===== src/rtl/decode_issue_pkg.sv =====
// Shared decode definitions: instruction field layout, opcode set, instruction
// classes and the register-usage profile of each class.
package decode_issue_pkg;

  localparam int unsigned OP_W    = 4;
  localparam int unsigned OP_LSB  = 28;
  localparam int unsigned RD_LSB  = 24;
  localparam int unsigned RS_LSB  = 20;
  localparam int unsigned RX_LSB  = 16;
  localparam int unsigned RK_LSB  = 12;
  localparam int unsigned IMM_LSB = 0;
  localparam int unsigned IMM_W   = 16;
  localparam int unsigned PC_IDX  = 15;

  typedef enum logic [3:0] {
    OP_ALU0   = 4'd0,  OP_ALU1  = 4'd1,  OP_ALU2  = 4'd2,  OP_ALU3 = 4'd3,
    OP_ALU4   = 4'd4,  OP_ALU5  = 4'd5,  OP_ALU6  = 4'd6,  OP_ALU7 = 4'd7,
    OP_LOAD   = 4'd8,  OP_STORE = 4'd9,  OP_BRANCH = 4'd10, OP_KREAD = 4'd11,
    OP_RSV12  = 4'd12, OP_RSV13 = 4'd13, OP_RSV14 = 4'd14, OP_NOP  = 4'd15
  } opcode_e;

  typedef enum logic [2:0] {
    CLS_ALU, CLS_LOAD, CLS_STORE, CLS_BRANCH, CLS_KREAD, CLS_NOP, CLS_ILLEGAL
  } class_e;

  // rd marks RD used as a source (STORE); wr marks RD as a destination.
  typedef struct packed {
    logic rs;
    logic rx;
    logic rd;
    logic rk;
    logic wr;
  } use_t;

  function automatic class_e op_class(input opcode_e code);
    case (code)
      OP_ALU0, OP_ALU1, OP_ALU2, OP_ALU3,
      OP_ALU4, OP_ALU5, OP_ALU6, OP_ALU7: op_class = CLS_ALU;
      OP_LOAD:   op_class = CLS_LOAD;
      OP_STORE:  op_class = CLS_STORE;
      OP_BRANCH: op_class = CLS_BRANCH;
      OP_KREAD:  op_class = CLS_KREAD;
      OP_NOP:    op_class = CLS_NOP;
      default:   op_class = CLS_ILLEGAL;
    endcase
  endfunction

  function automatic use_t class_use(input class_e cls);
    use_t u;
    u = '0;
    case (cls)
      CLS_ALU:    begin u.rs = 1'b1; u.rx = 1'b1; u.wr = 1'b1; end
      CLS_LOAD:   begin u.rs = 1'b1; u.wr = 1'b1; end
      CLS_STORE:  begin u.rs = 1'b1; u.rd = 1'b1; end
      CLS_BRANCH: begin u.rs = 1'b1; u.rx = 1'b1; end
      CLS_KREAD:  begin u.rk = 1'b1; u.wr = 1'b1; end
      default:    u = '0;
    endcase
    return u;
  endfunction

endpackage


===== src/rtl/decode_scoreboard.sv =====
// Pending-write scoreboard: one bit per register, set on issue of a writer and
// cleared at writeback; flags a hazard for the instruction currently offered.
module decode_scoreboard
  import decode_issue_pkg::*;
#(
  parameter int DIR = 4
) (
  input  logic           clk,
  input  logic           rst_n,
  input  logic [DIR-1:0] rd,
  input  logic [DIR-1:0] rs,
  input  logic [DIR-1:0] rx,
  input  logic [DIR-1:0] rk,
  input  use_t           uses,
  input  logic           set,
  input  logic           wb_valid,
  input  logic [DIR-1:0] wb_rd,
  output logic           hazard
);

  localparam int unsigned NREG = 1 << DIR;

  logic [NREG-1:0] pending;
  logic [NREG-1:0] release_mask;
  logic [NREG-1:0] live;
  logic [NREG-1:0] pending_next;

  always_comb begin
    release_mask = '0;
    for (int unsigned i = 0; i < NREG; i++) begin
      release_mask[i] = wb_valid && (wb_rd == DIR'(i));
    end
  end

  // A register retiring this cycle no longer blocks a reader.
  assign live = pending & ~release_mask;

  assign hazard = (uses.rs && live[rs]) || (uses.rx && live[rx]) ||
                  (uses.rd && live[rd]) || (uses.rk && live[rk]) ||
                  (uses.wr && live[rd]);

  always_comb begin
    pending_next = live;
    if (set) pending_next[rd] = 1'b1;
    pending_next[PC_IDX] = 1'b0;
  end

  always_ff @(posedge clk) begin
    if (!rst_n) pending <= '0;
    else        pending <= pending_next;
  end

endmodule


===== src/rtl/decode_issue.sv =====
// Decode/issue stage: decodes the offered instruction, stalls on register
// hazards and presents the decoded fields through a one-entry output register.
module decode_issue
  import decode_issue_pkg::*;
#(
  parameter int BUS = 32,
  parameter int DIR = 4
) (
  input  logic           clk,
  input  logic           rst_n,
  input  logic           in_valid,
  output logic           in_ready,
  input  logic [BUS-1:0] in_instr,
  input  logic [BUS-1:0] in_pc,
  input  logic           flush,
  input  logic           wb_valid,
  input  logic [DIR-1:0] wb_rd,
  output logic           out_valid,
  input  logic           out_ready,
  output logic [DIR-1:0] RD,
  output logic [DIR-1:0] RS,
  output logic [DIR-1:0] RX,
  output logic [DIR-1:0] RK,
  output logic           WE,
  output logic [3:0]     op,
  output logic [BUS-1:0] imm,
  output logic [BUS-1:0] pc,
  output logic           illegal
);

  opcode_e        dec_op;
  class_e         dec_cls;
  use_t           dec_use;
  use_t           chk_use;
  logic [DIR-1:0] dec_rd, dec_rs, dec_rx, dec_rk;
  logic [BUS-1:0] dec_imm;
  logic           dec_illegal;
  logic           dec_we;
  logic           hazard;
  logic           accept;

  always_comb begin
    dec_op  = opcode_e'(in_instr[OP_LSB +: OP_W]);
    dec_rd  = in_instr[RD_LSB +: DIR];
    dec_rs  = in_instr[RS_LSB +: DIR];
    dec_rx  = in_instr[RX_LSB +: DIR];
    dec_rk  = in_instr[RK_LSB +: DIR];
    dec_imm = {{(BUS-IMM_W){in_instr[IMM_LSB+IMM_W-1]}}, in_instr[IMM_LSB +: IMM_W]};
    dec_cls = op_class(dec_op);
    dec_use = class_use(dec_cls);
    // Writing the PC through RD is illegal and demoted to a no-write.
    dec_illegal = (dec_cls == CLS_ILLEGAL) || (dec_use.wr && (dec_rd == DIR'(PC_IDX)));
    dec_we      = dec_use.wr && !dec_illegal;
    chk_use     = dec_use;
    chk_use.wr  = dec_we;
  end

  decode_scoreboard #(.DIR(DIR)) u_sb (
    .clk      (clk),
    .rst_n    (rst_n),
    .rd       (dec_rd),
    .rs       (dec_rs),
    .rx       (dec_rx),
    .rk       (dec_rk),
    .uses     (chk_use),
    .set      (accept && dec_we),
    .wb_valid (wb_valid),
    .wb_rd    (wb_rd),
    .hazard   (hazard)
  );

  assign in_ready = rst_n && (!out_valid || out_ready) && !hazard && !flush;
  assign accept   = in_valid && in_ready;

  always_ff @(posedge clk) begin
    if (!rst_n) begin
      out_valid <= 1'b0;
      RD        <= '0;
      RS        <= '0;
      RX        <= '0;
      RK        <= '0;
      WE        <= 1'b0;
      op        <= '0;
      imm       <= '0;
      pc        <= '0;
      illegal   <= 1'b0;
    end else if (accept) begin
      out_valid <= 1'b1;
      RD        <= dec_rd;
      RS        <= dec_rs;
      RX        <= dec_rx;
      RK        <= dec_rk;
      WE        <= dec_we;
      op        <= dec_op;
      imm       <= dec_imm;
      pc        <= in_pc;
      illegal   <= dec_illegal;
    end else if (flush || out_ready) begin
      out_valid <= 1'b0;
    end
  end

endmodule


===== config.mk =====
export PLATFORM = sky130hd
export DESIGN_NAME = decode_issue
export DESIGN_NICKNAME = d
export VERILOG_FILES = /design/src/rtl/decode_issue_pkg.sv /design/src/rtl/decode_scoreboard.sv /design/src/rtl/decode_issue.sv
export SDC_FILE = /design/constraint.sdc
export NUM_CORES = 1
export LEC_CHECK = 0
export CORE_MARGIN = 4
export CORE_UTILIZATION = 35
export DETAILED_ROUTE_END_ITERATION = 6
export GPL_TIMING_DRIVEN = 0
export PLACE_DENSITY = 0.66
export SYNTH_ARGS = -nofsm -noshare
export SYNTH_HDL_FRONTEND = slang
export SYNTH_SLANG_ARGS = --single-unit

===== constraint.sdc =====
create_clock -name clk -period 6 [get_ports clk]
set_input_delay 1.2 -clock clk [delete_from_list [all_inputs] [get_ports clk]]
set_output_delay 1.2 -clock clk [all_outputs]
set_load 0.1 [all_outputs]

# Word level (Yosys, flattened, before mapping)

Memories as Yosys holds them, arrays and structs flattened.
Index checks and enable logic that the tools add are counted.

Register bits after elaboration: 87
Latch bits: 0
Memory bits (writable): 0
Memory bits (read-only): 48
Output and inout port bits: 88
Memories kept: 1

Add/subtract/negate cells: 0
$mul: 0
Divide/modulo/power cells: 0
$lt $le $gt $ge: 5
Eq/ne operators: 21
Shift-type cells: 0
Mux-type cells: 18
Bitwise gates (word level): 3
Reductions and logical operators: 46

Memory list:

| memory           | depth | bits a word | rd ports | clocked after memory_dff | write ports | RTL line               | RTL |
|---|---|---|---|---|---|---|---|
| (name not given) | 16    | 3           | 1        | 0                        | 0           | decode_issue_pkg.sv:36 | `case (code)` |

Operator list:

| operator                                                    | count |
|---|---|
| equality test 4 bit (second input constant)                 | 9 |
| logical AND 1 bit                                           | 29 |
| less-than comparator 4 x 5 -> 1 bit (second input constant) | 4 |
| bitwise AND 16 bit                                          | 1 |
| binary-select mux 1 bit (select 4 bit)                      | 4 |
| equality test 4 x 3 -> 1 bit (second input constant)        | 4 |
| inverter 16 bit                                             | 1 |
| two-way mux 15 bit                                          | 1 |
| bitwise OR 15 bit                                           | 1 |
| two-way mux 1 bit                                           | 12 |
| equality test 4 x 2 -> 1 bit (second input constant)        | 2 |
| logical OR 1 bit                                            | 7 |
| equality test 3 x 2 -> 1 bit (second input constant)        | 2 |
| equality test 3 bit (second input constant)                 | 2 |
| demux 1 bit (select 4 bit)                                  | 1 |
| equality test 4 x 1 -> 1 bit (second input constant)        | 1 |
| >= comparator 4 x 1 -> 1 bit (second input constant)        | 1 |
| logical NOT 1 bit                                           | 4 |
| logical NOT 4 bit                                           | 1 |
| OR reduction 4 bit                                          | 1 |
| equality test 3 x 1 -> 1 bit (second input constant)        | 1 |
| logical NOT 3 bit                                           | 1 |
| OR reduction 3 bit                                          | 1 |
| nonzero test 2 bit                                          | 1 |
| OR reduction 2 bit                                          | 1 |

# Depth between registers and ports, before layout

Depth after elaboration: 17
Gate-level depth with buffers: 10
Gate-level depth less buffers: 9

# Cells and area by module

Synthesis repeated with hierarchy kept, for this count alone.

Cells, all modules: 497
Area total of the unflattened synthesis: 4,086.4 um^2

By module, submodules not included:

| module            | instances | cells an instance | area each (um^2) |
|---|---|---|---|
| decode_issue      | 1         | 327               | 2,777.7 |
| decode_scoreboard | 1         | 170               | 1,308.8 |

# Worst setup path before layout

OpenSTA, ideal clock, no wires.

Path type: input port to output port
Start: in wb_rd[3]
End: out in_ready
Data arrival time: 4.418 ns
Data required time: 4.800 ns
Slack: 0.382 ns
Stages on the path: 7
Cells stage by stage: or3b_1 buf_2 o21a_1 mux4_2 o2111ai_1 nand3_1 nor4_2

Longest elaborated chain between the ends: 14

Ends and longest elaborated chain:

| element                                              | RTL line                | RTL |
|---|---|---|
| from (decl)                                          | decode_issue.sv:17      | `input logic [DIR-1:0] wb_rd,` |
| equality test 4 x 1 -> 1 bit (tied with other cells) | decode_scoreboard.sv:31 | `release_mask[i] = wb_valid && (wb_rd == DIR'(i));` |
| logical AND 1 bit                                    | decode_scoreboard.sv:31 |  |
| inverter 16 bit *                                    | decode_scoreboard.sv:36 | `assign live = pending & ~release_mask;` |
| bitwise AND 16 bit *                                 | decode_scoreboard.sv:36 |  |
| binary-select mux 1 bit (select 4 bit)               | decode_scoreboard.sv:38 | `assign hazard = (uses.rs && live[rs]) \|\| (uses.rx && live[rx]) \|\|` |
| two-way mux 1 bit (not written as such)              | decode_scoreboard.sv:38 |  |
| logical AND 1 bit                                    | decode_scoreboard.sv:38 |  |
| logical OR 1 bit (2 in series)                       | decode_scoreboard.sv:38 |  |
| logical OR 1 bit                                     | decode_scoreboard.sv:39 | `(uses.rd && live[rd]) \|\| (uses.rk && live[rk]) \|\|` |
| logical OR 1 bit *                                   | decode_scoreboard.sv:39 |  |
| logical NOT 1 bit *                                  | decode_issue.sv:72      | `assign in_ready = rst_n && (!out_valid \|\| out_ready) && !hazard && !flush;` |
| logical AND 1 bit * (2 in series)                    | decode_issue.sv:72      |  |
| to (decl)                                            | decode_issue.sv:12      | `output logic in_ready,` |

Mark *: on every way between the ends. The rest lies on a longest branch, timed or not. The select of a mux whose other input is x is not followed.

# Worst setup path after layout

Start: in wb_rd[1]
End: out in_ready

Same word-level chain as after synthesis.

==> run_results.csv <==
group,metric,value,unit
status,run_status,"completed",
routing,vias,4156,
layout,final_cell_mix,"clkdlybuf4s50_1, dfxtp_1, nand2_1",
logic_synthesis,synth_nets,580,
clock_tree,cts_buffers,9,
worst_setup_path,crit_fanout,9,
timing,hold_viol,0,
clock_tree,cts_tree,"yes",
global_route,overflow,0,
worst_setup_path,worstReg2RegEnd,"u_sb.pending[5]",
floorplanning,core,12000,um^2
routing,wirelength,13300,um
timing,setup_viol,0,
timing,relSlewSlack,31.7,%
global_route,grt_pass1_vias,4177,
power_and_ir_drop,ir_drop,132,uV
floorplanning,pin_count,162,
layout,design_area,6340,um^2
placement,dpl_cell_area,6040,um^2
hold_path,hold_class,"register to register",
floorplanning,fp.dieW,119,um
timing,rsz0062_at_grt,"false",
power_and_ir_drop,power.leakage,0.00288,uW
routing,dr.pass1.iters,4,
timing,fmaxAchievable,177,MHz
worst_setup_path,reg2regPathDepth,8,
worst_setup_path,start_kind,"input port",
logic_synthesis,syn_area_per_cell,8.51,um^2
layout,nFillCells,1166,
logic_synthesis,synth_edf_count,0,
floorplanning,die_h,119,um
hold_path,hold_depth,2,
timing,timing.hold.ws,457,ps
layout,antenna_cells,0,
worst_setup_path,end_kind,"primary output",
logic_synthesis,yosys_warnings,0,
global_route,antenna_found_initial,0,
clock_tree,cts_root_buf,"clkbuf_16",
floorplanning,num_rows,40,
timing,clock_skew,12.8,ps
worst_setup_path,rr_startpoint,"u_sb.pending[1]",
global_route,grt_pass1_wl,21300,um
placement,place.gp.congestion,0.942,
clock_tree,cts.path.max_buffers,2,
clock_tree,cts_sinks,82,
clock_tree,htreeDepth,3,
logic_synthesis,ys_types,46,
layout,drive_above_1_share,7.25,%
timing,drv_slew,0,
logic_synthesis,synth_flop_cell,"dfxtp_1",
layout,seqCellArea,1640,um^2
routing,drcViolationCount,0,
power_and_ir_drop,p_per_area,251,nW/um^2
hold_path,hold_start,"RS[2]",
worst_setup_path,critPathArrivalTime,4460,ps
logic_synthesis,netlist_area,4290,um^2
layout,final_common_cell,"clkdlybuf4s50_1",
routing,drt_iter0_drc,171,
worst_setup_path,ff2ff_setup_slack,3440,ps
placement,post-dp-hpwl,10400,um
run,drv_cap,0,
timing,tightest_slew,1020,ps
timing,period_share,94.3,%
global_route,grt_start_max_net_pins,20,
logic_synthesis,yosysSeqAreaShare,38.3,%
timing,fin_ws,344,ps
routing,drtAntennaViolNets,0,
logic_synthesis,netlist_instances,504,
placement,place_ws,-261,ps
routing,wl_per_cell,16.2,um
layout,nNetsFinal,748,
placement,port_buffers,157,
worst_setup_path,worstPathRequired,4800,ps
worst_setup_path,setup.worst_path.end,"in_ready",
routing,viasPerCell,5.05,
timing,fin_crit,5660,ps
logic_synthesis,ys_seq_elements,82,
floorplanning,die-area,14100,um^2
floorplanning,start_util,35.7,%
worst_setup_path,critPathKind,"input port to primary output",
clock_tree,clock_latency,350,ps
clock_tree,path_clk_slew,50,ps
clock_tree,postCtsSetupBuffers,0,
logic_synthesis,postSynth.asyncResetShare,0,%
global_route,grt_usage,18.7,%
layout,multi_input_area,2080,um^2
worst_setup_path,crit_path_start,"wb_rd[1]",
layout,area_growth,47.9,%
## cell usage after synthesis (all sizes together) (2+ instances only)
master   instances  area share, %
nand2b           3           0.44
mux2i           74             17
inv             64            5.6
nand3b           3           0.53
nor4             2           0.44
nand2           78            6.9
dfxtp           82             38
nand4           21            3.1
o21a             7            1.2
buf             29            5.6
clkbuf          22            1.9
nand3            4           0.47
a41oi            3           0.61
o22ai           12            1.8
nor2            18            1.6
nor2b            5           0.73
o21ai           16            1.9
a21oi            3           0.35
ha               2           0.58
o211ai          24            4.2
o2111ai         12            2.5
## worst max-delay path: stages
cell and delay [ps]:
clkdlybuf4s50_1 450, or2_2 300, clkbuf_1 230, o21ai_0 770, mux2i_1 190, o311a_1 370, o211a_1 130, nor4_2 280
clkbuf_2 530
## sequential cells by signal, indices dropped and copies added, names as in the netlist
register      count
RX                4
pc               32
op                4
RD                4
u_sb.pending     15
WE                1
imm              12
RS                4
RK                4
out_valid         1
illegal           1
## through the flow
step	power [uW]	TNS, ps	std cells	utilization (%)
finish	1590	0	823	52.8
global route	1640	0	823	52.8
CTS	1600	0	823	52.8
detailed placement	1040	-261	808	50.3
global placement	1030	-158	808	50.3
floorplan	901	0	504	-
## report_power, final
part	switching (uW)	internal (uW)	leakage, uW
logic	311	133	0.00208
registers	12.9	567	0.000665
clock network	232	333	0.000141
total	556	1030	0.00288
## cells by family (layout without fill, tap and decap cells)
kind of cell | Yosys count | count (layout) | share of synthesized area [%]
buf+inv | 116 | 288 | 13.2
compound gates | 89 | 89 | 14.9
flops | 82 | 82 | 38.3
xor+xnor | 1 | 1 | 0.204
simple gates | 139 | 139 | 15.0
mux | 75 | 75 | 17.8
fa+ha+maj | 2 | 2 | 0.584
## worst min path at each step
stage,to
6_report,RS[2]
5_1_grt,imm[5]
4_1_cts,RS[2]
3_5_place_dp,pc[11]
3_3_place_gp,pc[29]
2_1_floorplan,u_sb.pending[7]
## what timing repair did
| item | in CTS | in global routing |
|---|---|---|
| setup endpoints to repair | 1 | 1 |
| hold buffers | 0 | 0 |
| resized for setup | 1 | 3 |
| cloned | 0 | 0 |
## final cells by class
cell class / count / area share (%)
Buffer: 51 / 5.07
Clock buffer: 10 / 3.77
Clock inverter: 5 / 0.987
Inverter: 65 / 3.85
Multi-Input combinational cell: 306 / 32.8
Sequential cell: 82 / 25.9
Tap cell: 147 / 2.90
Timing Repair Buffer: 157 / 24.7
## routing by layer
metal	global-route usage, %	share of wire, %
met5	0	0
met2	30.1	45
met3	6.51	9.4
met4	8.54	2.5
met1	22.5	43
Note: power is estimated with default switching activity, not from simulation.
